**config.mk**
```make
export PLATFORM = sky130hd
export DESIGN_NAME = tanh_exp_post
export DESIGN_NICKNAME = d
export VERILOG_FILES = /design/src/rtl/sinh_cosh_pkg.sv /design/src/rtl/hyp_div_serial.sv /design/src/rtl/tanh_exp_post.sv
export SDC_FILE = /design/constraint.sdc
export NUM_CORES = 1
export LEC_CHECK = 0
export BUFFER_PORTS_ARGS = -buffer_cell sky130_fd_sc_hd__buf_4
export CAP_MARGIN = 20
export CORE_UTILIZATION = 55
export DETAILED_ROUTE_END_ITERATION = 12
export HOLD_SLACK_MARGIN = 0.12
export PLACE_DENSITY = 0.78
export SYNTH_ARGS = -nofsm -noshare
export SYNTH_HDL_FRONTEND = slang
export SYNTH_HIERARCHICAL = 1
export SYNTH_SLANG_ARGS = --single-unit
```
**constraint.sdc**
```tcl
create_clock -name clk -period 3.8 [get_ports clk]
set_input_delay 0 -clock clk [delete_from_list [all_inputs] [get_ports clk]]
set_output_delay 0 -clock clk [all_outputs]
set_load 0.005 [all_outputs]
```
**src/rtl/sinh_cosh_pkg.sv**
```systemverilog
// Shared types and constants for the sinh/cosh post-processing block.
// All data words are Q2.14 two's complement unless noted otherwise.
package sinh_cosh_pkg;
  localparam int DW    = 16;
  localparam int FRAC  = 14;
  localparam int ITERS = 16;

  localparam logic [15:0] ONE      = 16'h4000;
  localparam logic [15:0] TANH_MAX = 16'h3FFF;

  typedef enum logic [1:0] {IDLE, DIV, DONE} state_t;
endpackage

```
**src/rtl/hyp_div_serial.sv**
```systemverilog
// Unsigned restoring divider, one quotient bit per cycle over ITERS cycles.
// Upper dividend bits seed the remainder; q_ovf flags a quotient that cannot fit in ITERS bits.
module hyp_div_serial #(
  parameter int DW   = 16,
  parameter int FRAC = 14
) (
  input  logic               clk,
  input  logic               rst,
  input  logic               start,
  input  logic [DW+FRAC-1:0] dividend,
  input  logic [DW-1:0]      divisor,
  output logic               busy,
  output logic               done,
  output logic [DW-1:0]      quotient,
  output logic               q_ovf
);
  import sinh_cosh_pkg::*;

  localparam int NW = DW + FRAC;
  localparam int CW = $clog2(ITERS + 1);

  logic [DW-1:0]       rem;
  logic [DW-1:0]       dvs;
  logic [DW:0]         trial;
  logic [ITERS-1:0]    qsh;
  logic [CW-1:0]       cnt;
  logic                qbit;
  logic [NW-ITERS-1:0] hi;

  assign hi       = dividend[NW-1:ITERS];
  assign trial    = {rem, qsh[ITERS-1]};
  assign qbit     = trial >= {1'b0, dvs};
  assign busy     = cnt != '0;
  assign quotient = DW'(qsh);

  // qsh holds the unconsumed low dividend bits and collects quotient bits from the bottom
  always_ff @(posedge clk) begin
    if (rst) begin
      rem   <= '0;
      dvs   <= '0;
      qsh   <= '0;
      cnt   <= '0;
      done  <= 1'b0;
      q_ovf <= 1'b0;
    end else if (start) begin
      rem   <= DW'(hi);
      dvs   <= divisor;
      qsh   <= dividend[ITERS-1:0];
      cnt   <= CW'(ITERS);
      done  <= 1'b0;
      q_ovf <= DW'(hi) >= divisor;
    end else if (busy) begin
      rem  <= qbit ? DW'(trial - {1'b0, dvs}) : trial[DW-1:0];
      qsh  <= {qsh[ITERS-2:0], qbit};
      cnt  <= cnt - 1'b1;
      done <= (cnt == CW'(1));
    end else begin
      done <= 1'b0;
    end
  end
endmodule

```
**src/rtl/tanh_exp_post.sv**
```systemverilog
// CORDIC post-stage: tanh = sinh/cosh via a serial divider, e^x and e^-x as sum/difference.
// A one-entry hold register absorbs a sample arriving while the core is busy.
module tanh_exp_post #(
  parameter int DW   = sinh_cosh_pkg::DW,
  parameter int FRAC = sinh_cosh_pkg::FRAC
) (
  input  logic          clk,
  input  logic          rst,
  input  logic [DW-1:0] sinh,
  input  logic [DW-1:0] cosh,
  input  logic          sinh_cosh_tvalid,
  output logic [DW-1:0] tanh,
  output logic [DW:0]   exp_pos,
  output logic [DW:0]   exp_neg,
  output logic          out_tvalid,
  input  logic          out_tready,
  output logic          div_err,
  output logic          ovf
);
  import sinh_cosh_pkg::*;

  state_t        state, state_nx;
  logic          hold_vld;
  logic [DW-1:0] hold_sinh, hold_cosh;
  logic          cap_en, cap_err;
  logic [DW-1:0] cap_sinh, cap_cosh, cap_mag;
  logic          cur_neg;
  logic          div_start, div_busy, div_done, div_ovf;
  logic [DW-1:0] div_q, q_sat;

  assign out_tvalid = (state == DONE);

  // A held sample is always older than one on the input, so it goes first
  always_comb begin
    cap_sinh  = hold_vld ? hold_sinh : sinh;
    cap_cosh  = hold_vld ? hold_cosh : cosh;
    cap_en    = (hold_vld || sinh_cosh_tvalid) &&
                (state == IDLE || (state == DONE && out_tready));
    cap_err   = cap_cosh[DW-1] || (cap_cosh == '0);
    cap_mag   = cap_sinh[DW-1] ? -cap_sinh : cap_sinh;
    div_start = cap_en && !cap_err;
    q_sat     = (div_ovf || div_q > DW'(TANH_MAX)) ? DW'(TANH_MAX) : div_q;
  end

  always_comb begin
    state_nx = state;
    case (state)
      IDLE:    if (cap_en) state_nx = DIV;
      DIV:     if (div_err || (div_done && !div_busy)) state_nx = DONE;
      DONE:    if (out_tready) state_nx = cap_en ? DIV : IDLE;
      default: state_nx = IDLE;
    endcase
  end

  always_ff @(posedge clk) begin
    if (rst) begin
      state     <= IDLE;
      hold_vld  <= 1'b0;
      hold_sinh <= '0;
      hold_cosh <= '0;
      tanh      <= '0;
      exp_pos   <= '0;
      exp_neg   <= '0;
      div_err   <= 1'b0;
      cur_neg   <= 1'b0;
      ovf       <= 1'b0;
    end else begin
      state <= state_nx;
      if (cap_en) begin
        exp_pos <= {cap_sinh[DW-1], cap_sinh} + {cap_cosh[DW-1], cap_cosh};
        exp_neg <= {cap_cosh[DW-1], cap_cosh} - {cap_sinh[DW-1], cap_sinh};
        div_err <= cap_err;
        cur_neg <= cap_sinh[DW-1];
        tanh    <= '0;
      end
      if (state == DIV && !div_err && div_done)
        tanh <= cur_neg ? -q_sat : q_sat;
      // Draining and refilling the hold in the same cycle never loses a sample
      if (cap_en && hold_vld) begin
        hold_vld  <= sinh_cosh_tvalid;
        hold_sinh <= sinh;
        hold_cosh <= cosh;
      end else if (!cap_en && sinh_cosh_tvalid) begin
        if (!hold_vld) begin
          hold_vld  <= 1'b1;
          hold_sinh <= sinh;
          hold_cosh <= cosh;
        end else begin
          ovf <= 1'b1;
        end
      end
    end
  end

  hyp_div_serial #(.DW(DW), .FRAC(FRAC)) u_div (
    .clk      (clk),
    .rst      (rst),
    .start    (div_start),
    .dividend ({cap_mag, {FRAC{1'b0}}}),
    .divisor  (cap_cosh),
    .busy     (div_busy),
    .done     (div_done),
    .quotient (div_q),
    .q_ovf    (div_ovf)
  );
endmodule

```
==> flow_summary.yaml <==
sta:
  drv_slew: 0
  fin_crit_ps: 3430
  finClkSkew_ps: 8.37
  holdWs_ps: 132
  final_hold_viol_count: 0
  worst_slew_pin_slew_ps: 836
  final-setup-viol-count: 0
  max_slew_margin_pct: 44.3
  fin_setup_tns_ps: 0
  clock.fmax_ghz: 0.291
  timing.final.crit_share_pct: 90.4
  rsz0062_at_grt: "false"
route:
  via_per_inst: 5.90
  routed_wl_um: 26400
  drc: 0
  drtAntennaViolNets: 0
  drt-initial-drc-count: 682
  wl_per_cell_um: 17.3
  first_pass_iters: 8
  vias: 8972
setup_path:
  cp_common_cell: "o21ai_0"
  critPathBufInv: 2
  path_cells: "buf_12 > mux2i_1 > inv_1 > or3_1 > o41ai_1 > xnor2_1 > ha_1 > a21o_1 > a21oi_1 > nor2b_1 > o21ai_0 > nand2b_1 > a221oi_1 > o21ai_0"
  slowest_delay_ps: 530
  crit_slowest_cell: "dfxtp_4"
  crit_family: "compound AO/OA/AOI/OAI gates"
  crit_path_end_kind: "flop"
  cp-start-kind: "flop"
  worstSetupPathType: "reg -> reg"
  crit_fanout: 24
  required_ps: 4110
  cp.arrival_ps: 3740
clock_network:
  cts-htree-levels: 4
  cts_tree: "built"
  clkLatencyLatePin_ps: 430
  clk_pin_slew_ps: 60
  numCtsBuffers: 17
  clock-sinks: 142
  clockRootBuffer: "clkbuf_16"
  cts_buffer_depth: 2
cells_and_area:
  antennaDiodeCount: 0
  layout-drive-gt1-share_pct: 14.0
  nets: 1394
  num-fill-cells: 1410
  areaGrowthSynthToFinish_pct: 19.8
floorplan:
  num_io_pins: 89
  initial_utilization_pct: 56.7
  die-area_sq_um: 17700
  coreArea_sq_um: 16700
  die_h_um: 133
  die_x_um: 133
  rows: 47
global_route:
  antenna_found_initial: 0
  grt_usage_pct: 30.3
  grt_pass1_wl_um: 42800
  grt_max_degree: 84
  grt_pass1_vias: 8265
  globalRouteOverflowTotal: 0
status:
  run_status: "finished clean"
synth:
  syn_area_sq_um: 9470
  synth_flop_cell: "dfxtp_1"
  ys_warn_count: 6
  seq_area_frac_synth_pct: 30.0
  yosysMostFrequentCell: "nor2_1"
  synth_top_cells_by_area: "dfxtp_1 (30%), ha_1 (8.9%), mux2i_1 (8.8%), nor2_1 (6.4%), a21oi_1 (5.6%)"
  synthArstFlopShare_pct: 0
  synth_seq_cells: 142
  yosysTopAreaCellShare_pct: 30.0
  synthesis.instances: 1182
  synth_edf_count: 0
  synth.distinct_cells: 80
  avgSynthCellArea_sq_um: 8.01
  yosysTopAreaCell: "dfxtp_1"
  ys_top_cells_by_count: "nor2_1 (161), dfxtp_1 (142), a21oi_1 (106), nand2_1 (91), mux2i_1 (83)"
place:
  place.gp.congestion: 0.989
  hpwl_um: 18600
  numPortBuffers: 88
pwr:
  ir_worst_vdd_v: 0.000446
  p_leak_uw: 0.00476
  power_density_nw_per_um2: 620
hold_path:
  hold_path_class: "in -> reg"
run:
  maxCapViolations: 0
final timing paths:
check	from	to	slack, ps	depth (start not counted)
max	hold_vld$_SDFFE_PP0P_	u_div/q_ovf$_SDFFE_PP0P_	370	14
min	rst	u_div/quotient[10]$_SDFFE_PP0P_	130	2
max reg2reg	hold_vld$_SDFFE_PP0P_	u_div/q_ovf$_SDFFE_PP0P_	370	14
min reg2reg	exp_neg[7]$_SDFFE_PP0P_	exp_neg[7]$_SDFFE_PP0P_	450	2
cell type report:
cell class	count	area, sq um	area share (%)
Clock buffer	18	429	3.78
Clock inverter	14	226	2.00
Inverter	69	259	2.28
Multi-Input combinational cell	914	6130	54.0
Sequential cell	142	2850	25.1
Tap cell	220	275	2.43
Timing Repair Buffer	144	1180	10.4
metrics by stage:
stage                     total power (uW)  setup WS [ps]  cell area (sq um)  cells  utilization, %
after floorplan                       4350           49.1               9520   1195               -
after global placement                5030            425              10300   1455            61.9
after detailed placement              5080            302              10300   1455            61.9
after CTS                             7000            299              11300   1521            67.9
after global routing                  7490           37.7              11300   1521            67.9
final                                 7030            366              11300   1521            67.9
power breakdown:
part	switching, uW	leakage, uW	internal (uW)
combinational	1860	0.00328	1370
sequential	198	0.00116	1720
clock	701	0.000318	1180
total	2760	0.00476	4270
flip-flops by register name (all words and copies together) (netlist names):
name            count
exp_pos            17
exp_neg            16
hold_cosh          16
hold_sinh          16
tanh               16
u_div/dvs          16
u_div/quotient     16
u_div/rem          16
u_div/cnt           5
state               2
cur_neg             1
div_err             1
hold_vld            1
ovf                 1
u_div/done          1
u_div/q_ovf         1
layout by cell type (no fill, tap or decap), types with 7 or more instances in the layout:
master	n
nor4_1	8
or3_1	12
mux2_2	14
ha_1	67
and3_1	13
nor3_1	27
a21oi_1	106
conb_1	14
o21a_1	8
nor2b_1	7
nor2_1	160
xnor2_1	32
a31oi_1	13
xor2_1	9
nand3_1	17
dlygate4sd3_1	34
a21o_1	14
buf_4	109
clkbuf_16	17
nand2b_1	16
o21ai_0	43
o22ai_1	19
or4_1	8
mux2i_1	82
dfxtp_1	141
inv_1	68
nand2_1	91
nand3b_1	7
a211oi_1	21
cell families after synthesis:
family / share of synthesized area [%]
other cells: 0.0396
mux: 10.9
simple gates: 20.5
compound gates: 19.2
buf+inv: 6.05
flops: 30.0
fa+ha+maj: 9.49
xor+xnor: 3.79
metal layers:
layer  GRT usage [%]  wire, um
met4            8.90       448
met5               0         0
met1            41.9     12200
met2            48.5     12100
met3            4.98      1670
repair_timing:
item	4_1_cts	5_1_grt
endpoints found under the setup margin	0	1
resized for setup	0	1
buffers inserted	0	0
hold buffers	34	0
hold endpoints to repair	43	0
(Power assumes the default switching activity.)
